### src/rtl/jk_pattern_driver.sv
// Converts a WIDTH-bit target pattern into per-cycle J/K commands for a negedge JK
// flip-flop, checks the fed-back Q against each previously driven target bit.
module jk_pattern_driver #(
  parameter int WIDTH   = 8,
  parameter int DC_MODE = 0,
  parameter int ERR_W   = 8
) (
  input  logic             clk,
  input  logic             rst,
  input  logic             load_valid,
  output logic             load_ready,
  input  logic [WIDTH-1:0] load_data,
  output logic             j,
  output logic             k,
  input  logic             q_fb,
  output logic             busy,
  output logic             done,
  output logic             mismatch,
  output logic [ERR_W-1:0] err_cnt
);

  localparam int   IDX_W = (WIDTH > 2) ? $clog2(WIDTH) : 1;
  localparam logic DC    = (DC_MODE != 0);

  typedef enum logic {IDLE, RUN} state_t;

  state_t           r_state, w_state_nxt;
  logic [IDX_W-1:0] r_idx, w_idx_nxt;
  logic [WIDTH-1:0] r_pat, w_pat_nxt;
  logic             r_exp, w_exp_nxt;
  logic             r_j, w_j_nxt, r_k, w_k_nxt;
  logic             r_done, w_done_nxt, r_mm, w_mm_nxt;
  logic [ERR_W-1:0] r_err, w_err_nxt;

  logic w_tgt, w_j, w_k, w_bad, w_last;
  logic [ERR_W-1:0] w_err_inc;

  // Excitation is computed from the observed Q, so a missed transition self-corrects.
  assign w_tgt     = (r_state == IDLE) ? load_data[0] : r_pat[0];
  assign w_j       = q_fb ? DC : w_tgt;
  assign w_k       = q_fb ? ~w_tgt : DC;
  assign w_bad     = (q_fb != r_exp);
  assign w_last    = (r_idx == IDX_W'(WIDTH-1));
  assign w_err_inc = (&r_err) ? r_err : r_err + 1'b1;

  always_comb begin
    w_state_nxt = r_state;
    w_idx_nxt   = r_idx;
    w_pat_nxt   = r_pat;
    w_exp_nxt   = r_exp;
    w_j_nxt     = 1'b0;
    w_k_nxt     = 1'b0;
    w_done_nxt  = 1'b0;
    w_mm_nxt    = 1'b0;
    w_err_nxt   = r_err;
    case (r_state)
      IDLE: begin
        if (load_valid) begin
          w_state_nxt = RUN;
          w_idx_nxt   = '0;
          w_pat_nxt   = load_data >> 1;
          w_exp_nxt   = load_data[0];
          w_j_nxt     = w_j;
          w_k_nxt     = w_k;
          w_err_nxt   = '0;
        end
      end
      RUN: begin
        w_mm_nxt = w_bad;
        if (w_bad) w_err_nxt = w_err_inc;
        if (w_last) begin
          w_state_nxt = IDLE;
          w_done_nxt  = 1'b1;
        end else begin
          w_idx_nxt = r_idx + 1'b1;
          w_pat_nxt = r_pat >> 1;
          w_exp_nxt = r_pat[0];
          w_j_nxt   = w_j;
          w_k_nxt   = w_k;
        end
      end
      default: w_state_nxt = IDLE;
    endcase
  end

  always_ff @(posedge clk) begin
    if (rst) begin
      r_state <= IDLE;
      r_idx   <= '0;
      r_pat   <= '0;
      r_exp   <= 1'b0;
      r_j     <= 1'b0;
      r_k     <= 1'b0;
      r_done  <= 1'b0;
      r_mm    <= 1'b0;
      r_err   <= '0;
    end else begin
      r_state <= w_state_nxt;
      r_idx   <= w_idx_nxt;
      r_pat   <= w_pat_nxt;
      r_exp   <= w_exp_nxt;
      r_j     <= w_j_nxt;
      r_k     <= w_k_nxt;
      r_done  <= w_done_nxt;
      r_mm    <= w_mm_nxt;
      r_err   <= w_err_nxt;
    end
  end

  assign load_ready = (r_state == IDLE);
  assign busy       = (r_state == RUN);
  assign j          = r_j;
  assign k          = r_k;
  assign done       = r_done;
  assign mismatch   = r_mm;
  assign err_cnt    = r_err;

endmodule

### config.mk
export PLATFORM = sky130hd
export DESIGN_NAME = jk_pattern_driver
export DESIGN_NICKNAME = d
export VERILOG_FILES = /design/src/rtl/jk_pattern_driver.sv
export SDC_FILE = /design/constraint.sdc
export NUM_CORES = 1
export LEC_CHECK = 0
export CAP_MARGIN = 20
export CORE_MARGIN = 2
export CORE_UTILIZATION = 55
export CTS_BUF_LIST = sky130_fd_sc_hd__clkbuf_4 sky130_fd_sc_hd__clkbuf_8
export DETAILED_ROUTE_END_ITERATION = 10
export GPL_TIMING_DRIVEN = 0
export PLACE_DENSITY = 0.95
export SKIP_CTS_REPAIR_TIMING = 1
export SYNTH_ARGS = -nofsm -noshare
export SYNTH_HDL_FRONTEND = slang
export SYNTH_SLANG_ARGS = --single-unit
### constraint.sdc
create_clock -name clk -period 2.5 [get_ports clk]
set_input_delay 0.375 -clock clk [delete_from_list [all_inputs] [get_ports clk]]
set_output_delay 0.375 -clock clk [all_outputs]
set_load 0.005 [all_outputs]
[After elaboration in Yosys (flattened, before gate mapping)]
Index checks and enable logic that the tools add are counted.
Operators by class
  add/sub/neg operators: 2
  equality and inequality tests: 6
  mux-type cells: 26
  bitwise gates (word level): 2
  reduce and logical (&&, ||, !) cells: 4
Operator list (number)
  8-bit 2-to-1 mux: 5
  8-bit one-hot mux with 2 select lines: 2
  1-bit 2-to-1 mux: 12
  8-bit by 1-bit adder with 8-bit output, second input constant: 1
  1-bit one-hot mux with 2 select lines: 4
  8-bit AND reduction: 1
  3-bit 2-to-1 mux: 2
  2-bit inequality test, second input constant: 3
  3-bit one-hot mux with 2 select lines: 1
  3-bit by 1-bit adder with 3-bit output, second input constant: 1
  3-bit equality test, second input constant: 1
  3-bit AND reduction: 1
  2-bit by 1-bit inequality test with 1-bit output, second input constant: 1
  1-bit inverter: 2
  2-bit AND reduction: 1
  2-bit OR reduction: 1
  1-bit inequality test: 1
Word-level totals
  bits in registers: 25
  bits of input ports: 12
  output and inout bits: 14
  logic and storage cells: 49

[Logic depth before layout (Yosys ltp)]
  depth in word-level cells: 5
  depth in mapped cells: 7
  mapped depth without buffers: 6

[Worst setup path after synthesis]
OpenSTA, ideal clock, no wires.
  path kind: register -> register
  from: reg r_err[0] (netlist: err_cnt[0])
  to: reg r_err[5] (netlist: err_cnt[5])
  arrival: 1419 ps
  data required time: 2426 ps
  slack: 1006 ps
  stages on the path, launching flop included: 6
  path buffers: 0
  period minus slack after synthesis: 1494 ps
  cells stage by stage: dfxtp_1 > ha_1 > nand3_1 > nor2_1 > or4_1 > a31oi_1
Between the ends
  cells in the longest elaborated chain, start to end: 4
  elaborated cells between the ends (all ways): 7
  those cells by class: add/sub (1); eq/ne (1); mux (3); reduce/logical (2)
Ends and longest elaborated chain
  start: declaration: RTL line 33  | logic [ERR_W-1:0] r_err, w_err_nxt;
  start signal: assignment: RTL line 106  | r_err <= w_err_nxt;
  8-bit by 1-bit adder with 8-bit output: RTL line 44  | assign w_err_inc = (&r_err) ? r_err : r_err + 1'b1;
  8-bit 2-to-1 mux: RTL line 44
  8-bit 2-to-1 mux: RTL line 70  | if (w_bad) w_err_nxt = w_err_inc;
  8-bit one-hot mux with 2 select lines: RTL line 56  | case (r_state)
Parallel ways exist; a longest one is shown, timed or not. The select of a mux whose other input is x is not followed.
A chain may end at the register's enable or synchronous reset.

[Worst setup path after layout]
  from: reg r_state (netlist: busy)
  to: out load_ready
Between the ends
  cells in the longest elaborated chain, start to end: 1
Ends and longest elaborated chain
  start: declaration: RTL line 27  | state_t r_state, w_state_nxt;
  start signal: assignment: RTL line 98  | r_state <= w_state_nxt;
  1-bit inverter
  end: declaration: RTL line 11  | output logic load_ready,
Every way passes these cells.

==> impl_metrics.py <==
metrics = {
    "final_layout": {
        "stdcell_count": 173,
        "fill_cells": 152,
        "layout-drive-gt1-share_pct": 9.59,
        "areaGrowthSynthToFinish_pct": 30.2,
        "nNetsFinal": 162,
        "diodes": 0,
    },
    "hold_path": {
        "hold_path_class": "flop to flop",
        "min_path_cells": 2,
        "min_to": "r_pat[1]",
        "min_from": "r_pat[1]",
    },
    "clocking": {
        "clk_path_buf_depth": 2,
        "cts_tree": "built",
        "cts.htree.levels": 1,
        "path_clk_slew_ps": 140,
        "cts_sinks": 24,
        "cts-root-buf": "clkbuf_4",
        "clk_latency_ps": 320,
        "cts_buffers": 3,
    },
    "setup_path": {
        "cp.arrival_ps": 1460,
        "required_ps": 2120,
        "r2r_start": "r_idx[0]",
        "critPathSlowestCell": "clkdlybuf4s50_1",
        "worst_setup_path_start_kind": "flop",
        "max_stage_delay_ps": 440,
        "path_buf_inv": 3,
        "r2r_end": "r_pat[4]",
        "r2r_slack_ps": 790,
        "crit_chain": "buf_2 -> inv_1 -> clkdlybuf4s50_1",
        "critPathKind": "flop to primary output",
        "end_kind": "primary output",
        "crit_fanout": 10,
        "path_delay_family": "buffers and inverters",
        "reg2reg_depth": 7,
    },
    "power": {
        "swShare_pct": 24.6,
        "p_leak_nw": 0.530,
        "ir_worst_vdd_v": 0.000422,
        "p_int_uw": 625,
        "p_seq_share_pct": 50.1,
        "combPwrFrac_pct": 15.4,
        "power_density_nw_per_um2": 572,
        "clkPwrFrac_pct": 34.5,
        "switchingPower_uw": 204,
    },
    "placement": {
        "gp_congestion": 0.896,
        "place.detailed.hpwl_um": 1790,
        "dp.cells": 169,
        "port-buffer-count": 25,
    },
    "synthesis": {
        "synthesis.nets": 132,
        "yosysUniqueCellTypes": 36,
        "seq_area_frac_synth_pct": 43.1,
        "async_flop_share_pct": 0,
        "synth_most_common_cell": "dfxtp_1",
        "syn-cell-area_um2": 1110,
        "yosys-top-cells-count": "24 x dfxtp_1, 16 x nor2_1, 8 x a211oi_1",
        "yosys_warnings": 0,
        "yosys_register_bits": 24,
        "synth_edf_count": 0,
        "synth_top_area_share_pct": 43.1,
        "synth_top_cell_by_area": "dfxtp_1",
        "synthCells": 117,
        "ys.flop_type": "dfxtp_1",
        "synth_area_per_cell_um2": 9.52,
        "netlist_top_cells_area": "dfxtp_1 43%, mux2i_1 6.3%, a211oi_1 5.4%",
    },
    "detailed_routing": {
        "drt_iter0_markers": 25,
        "wl_per_cell_um": 14.4,
        "detail_route.wirelength_um": 2500,
        "remaining_drc_errors": 0,
        "first_pass_iters": 4,
        "vias_per_cell": 5.92,
        "ant_nets": 0,
        "num_vias": 1024,
    },
    "grt": {
        "track_usage_pct": 23.2,
        "grt_max_degree": 15,
        "grt_overflow": 0,
        "antenna_found_initial": 0,
        "grt_pass1_wl_um": 4310,
        "first_global_vias": 981,
    },
    "die": {
        "num_rows": 16,
        "initial_core_util_pct": 57.3,
        "die_h_um": 49.0,
        "dieWidth_um": 49.0,
        "dieArea_um2": 2400,
        "ios": 26,
        "core_um2": 1940,
    },
    "timing": {
        "fin_crit_sh_pct": 73.6,
        "fin_setup_tns_ps": 0,
        "finalClockSkew_ps": 6.83,
        "rsz0062_at_grt": "no",
        "min_period_ps": 1840,
        "setup_viol": 0,
        "final_max_slew_viol_count": 0,
        "relSlewSlack_pct": 68.9,
        "hold_viol_final": 0,
        "fmaxAchievable_ghz": 0.544,
        "worstMarginPinSlew_ps": 466,
    },
    "run_status": {
        "status": "completed",
    },
    "job": {
        "cap_violations": 0,
    },
}
==> power groups by stage <==
stage	Clock [mW]	Sequential (mW)	Combinational, mW
2_1_floorplan	0	0.422	0.0765
3_3_place_gp	0	0.422	0.120
3_5_place_dp	0	0.424	0.126
4_1_cts	0.285	0.415	0.128
5_1_grt	0.302	0.418	0.141
6_report	0.286	0.416	0.128
==> area by class of cell <==
class                           instances  area (um^2)  share of cell area [%]
Clock inverter                          1         30.0                    2.07
Multi-Input combinational cell         86          603                    41.6
Clock buffer                            3         22.5                    1.55
Sequential cell                        24          480                    33.1
Tap cell                               27         33.8                    2.33
Buffer                                  5         22.5                    1.55
Inverter                                2         7.51                   0.518
Timing Repair Buffer                   25          250                    17.3
==> metrics by stage <==
stage	hold WS (ps)	utilization [%]	setup WS [ps]	instance area (um^2)	total power, mW
CTS	521	74.7	654	1450	0.829
finish	522	74.7	661	1450	0.829
global route	548	74.7	568	1450	0.860
detailed placement	498	72.0	414	1400	0.549
global placement	487	72.0	415	1400	0.543
floorplan	454	-	1010	1110	0.498
==> layout by cell type, fill, tap and decap left out, types with 2 or more instances in the layout <==
cell type         n
ha_1              3
nand2b_1          4
clkdlybuf4s50_1  25
nand3_1           6
or4_1             2
clkbuf_4          3
dfxtp_1          24
a21oi_1           4
o2111ai_1         2
inv_1             2
o21ai_0           2
buf_2             3
a211oi_1          8
nor2_1           16
a22oi_1           3
nor2b_1           3
clkbuf_1          2
nand3b_1          2
o211ai_1          2
mux2i_1           7
nand2_1           3
a31oi_1           3
==> sequential cells by signal, indices dropped and copies added (netlist names) <==
| register | count |
|---|---|
| r_pat | 7 |
| j | 1 |
| mismatch | 1 |
| r_exp | 1 |
| err_cnt | 8 |
| done | 1 |
| r_idx | 3 |
| busy | 1 |
| k | 1 |
==> kinds of logic (layout without fill, tap and decap cells) <==
logic type | Yosys count | after routing | synth area share (%)
adder cells (fa/ha/maj) | 3 | 3 | 3.37
XOR/XNOR | 2 | 2 | 2.25
buffers and inverters | 7 | 36 | 2.70
multiplexers | 7 | 7 | 6.29
flip-flops | 24 | 24 | 43.1
AND/OR/NAND/NOR | 45 | 45 | 22.5
AO/OA/AOI/OAI | 29 | 29 | 19.8
==> tightest hold or removal path, delay by kind of cell, from the launching register on <==
kind	cells	cell delay (ps)
simple gates	1	100
compound gates	1	50
flops	1	340
==> layer usage <==
metal / global-route usage (%) / share of wire [%] / up-vias
met1: 25.5 / 41 / 487
met5: 0 / 0 / -
met2: 43.2 / 52 / 35
met4: 13.3 / 2.4 / 0
li1: - / - / 495
met3: 2.15 / 4.5 / 7
==> worst max path at each step <==
stage | start | to | slack (ps) | cells past startpoint
6_report | busy | load_ready | 660 | 3
4_1_cts | err_cnt[3] | err_cnt[3] | 650 | 1
3_3_place_gp | q_fb | err_cnt[3] | 420 | 5
3_5_place_dp | q_fb | err_cnt[3] | 410 | 5
5_1_grt | busy | load_ready | 570 | 3
2_1_floorplan | err_cnt[0] | err_cnt[5] | 1010 | 5
(Power assumes the default switching activity.)
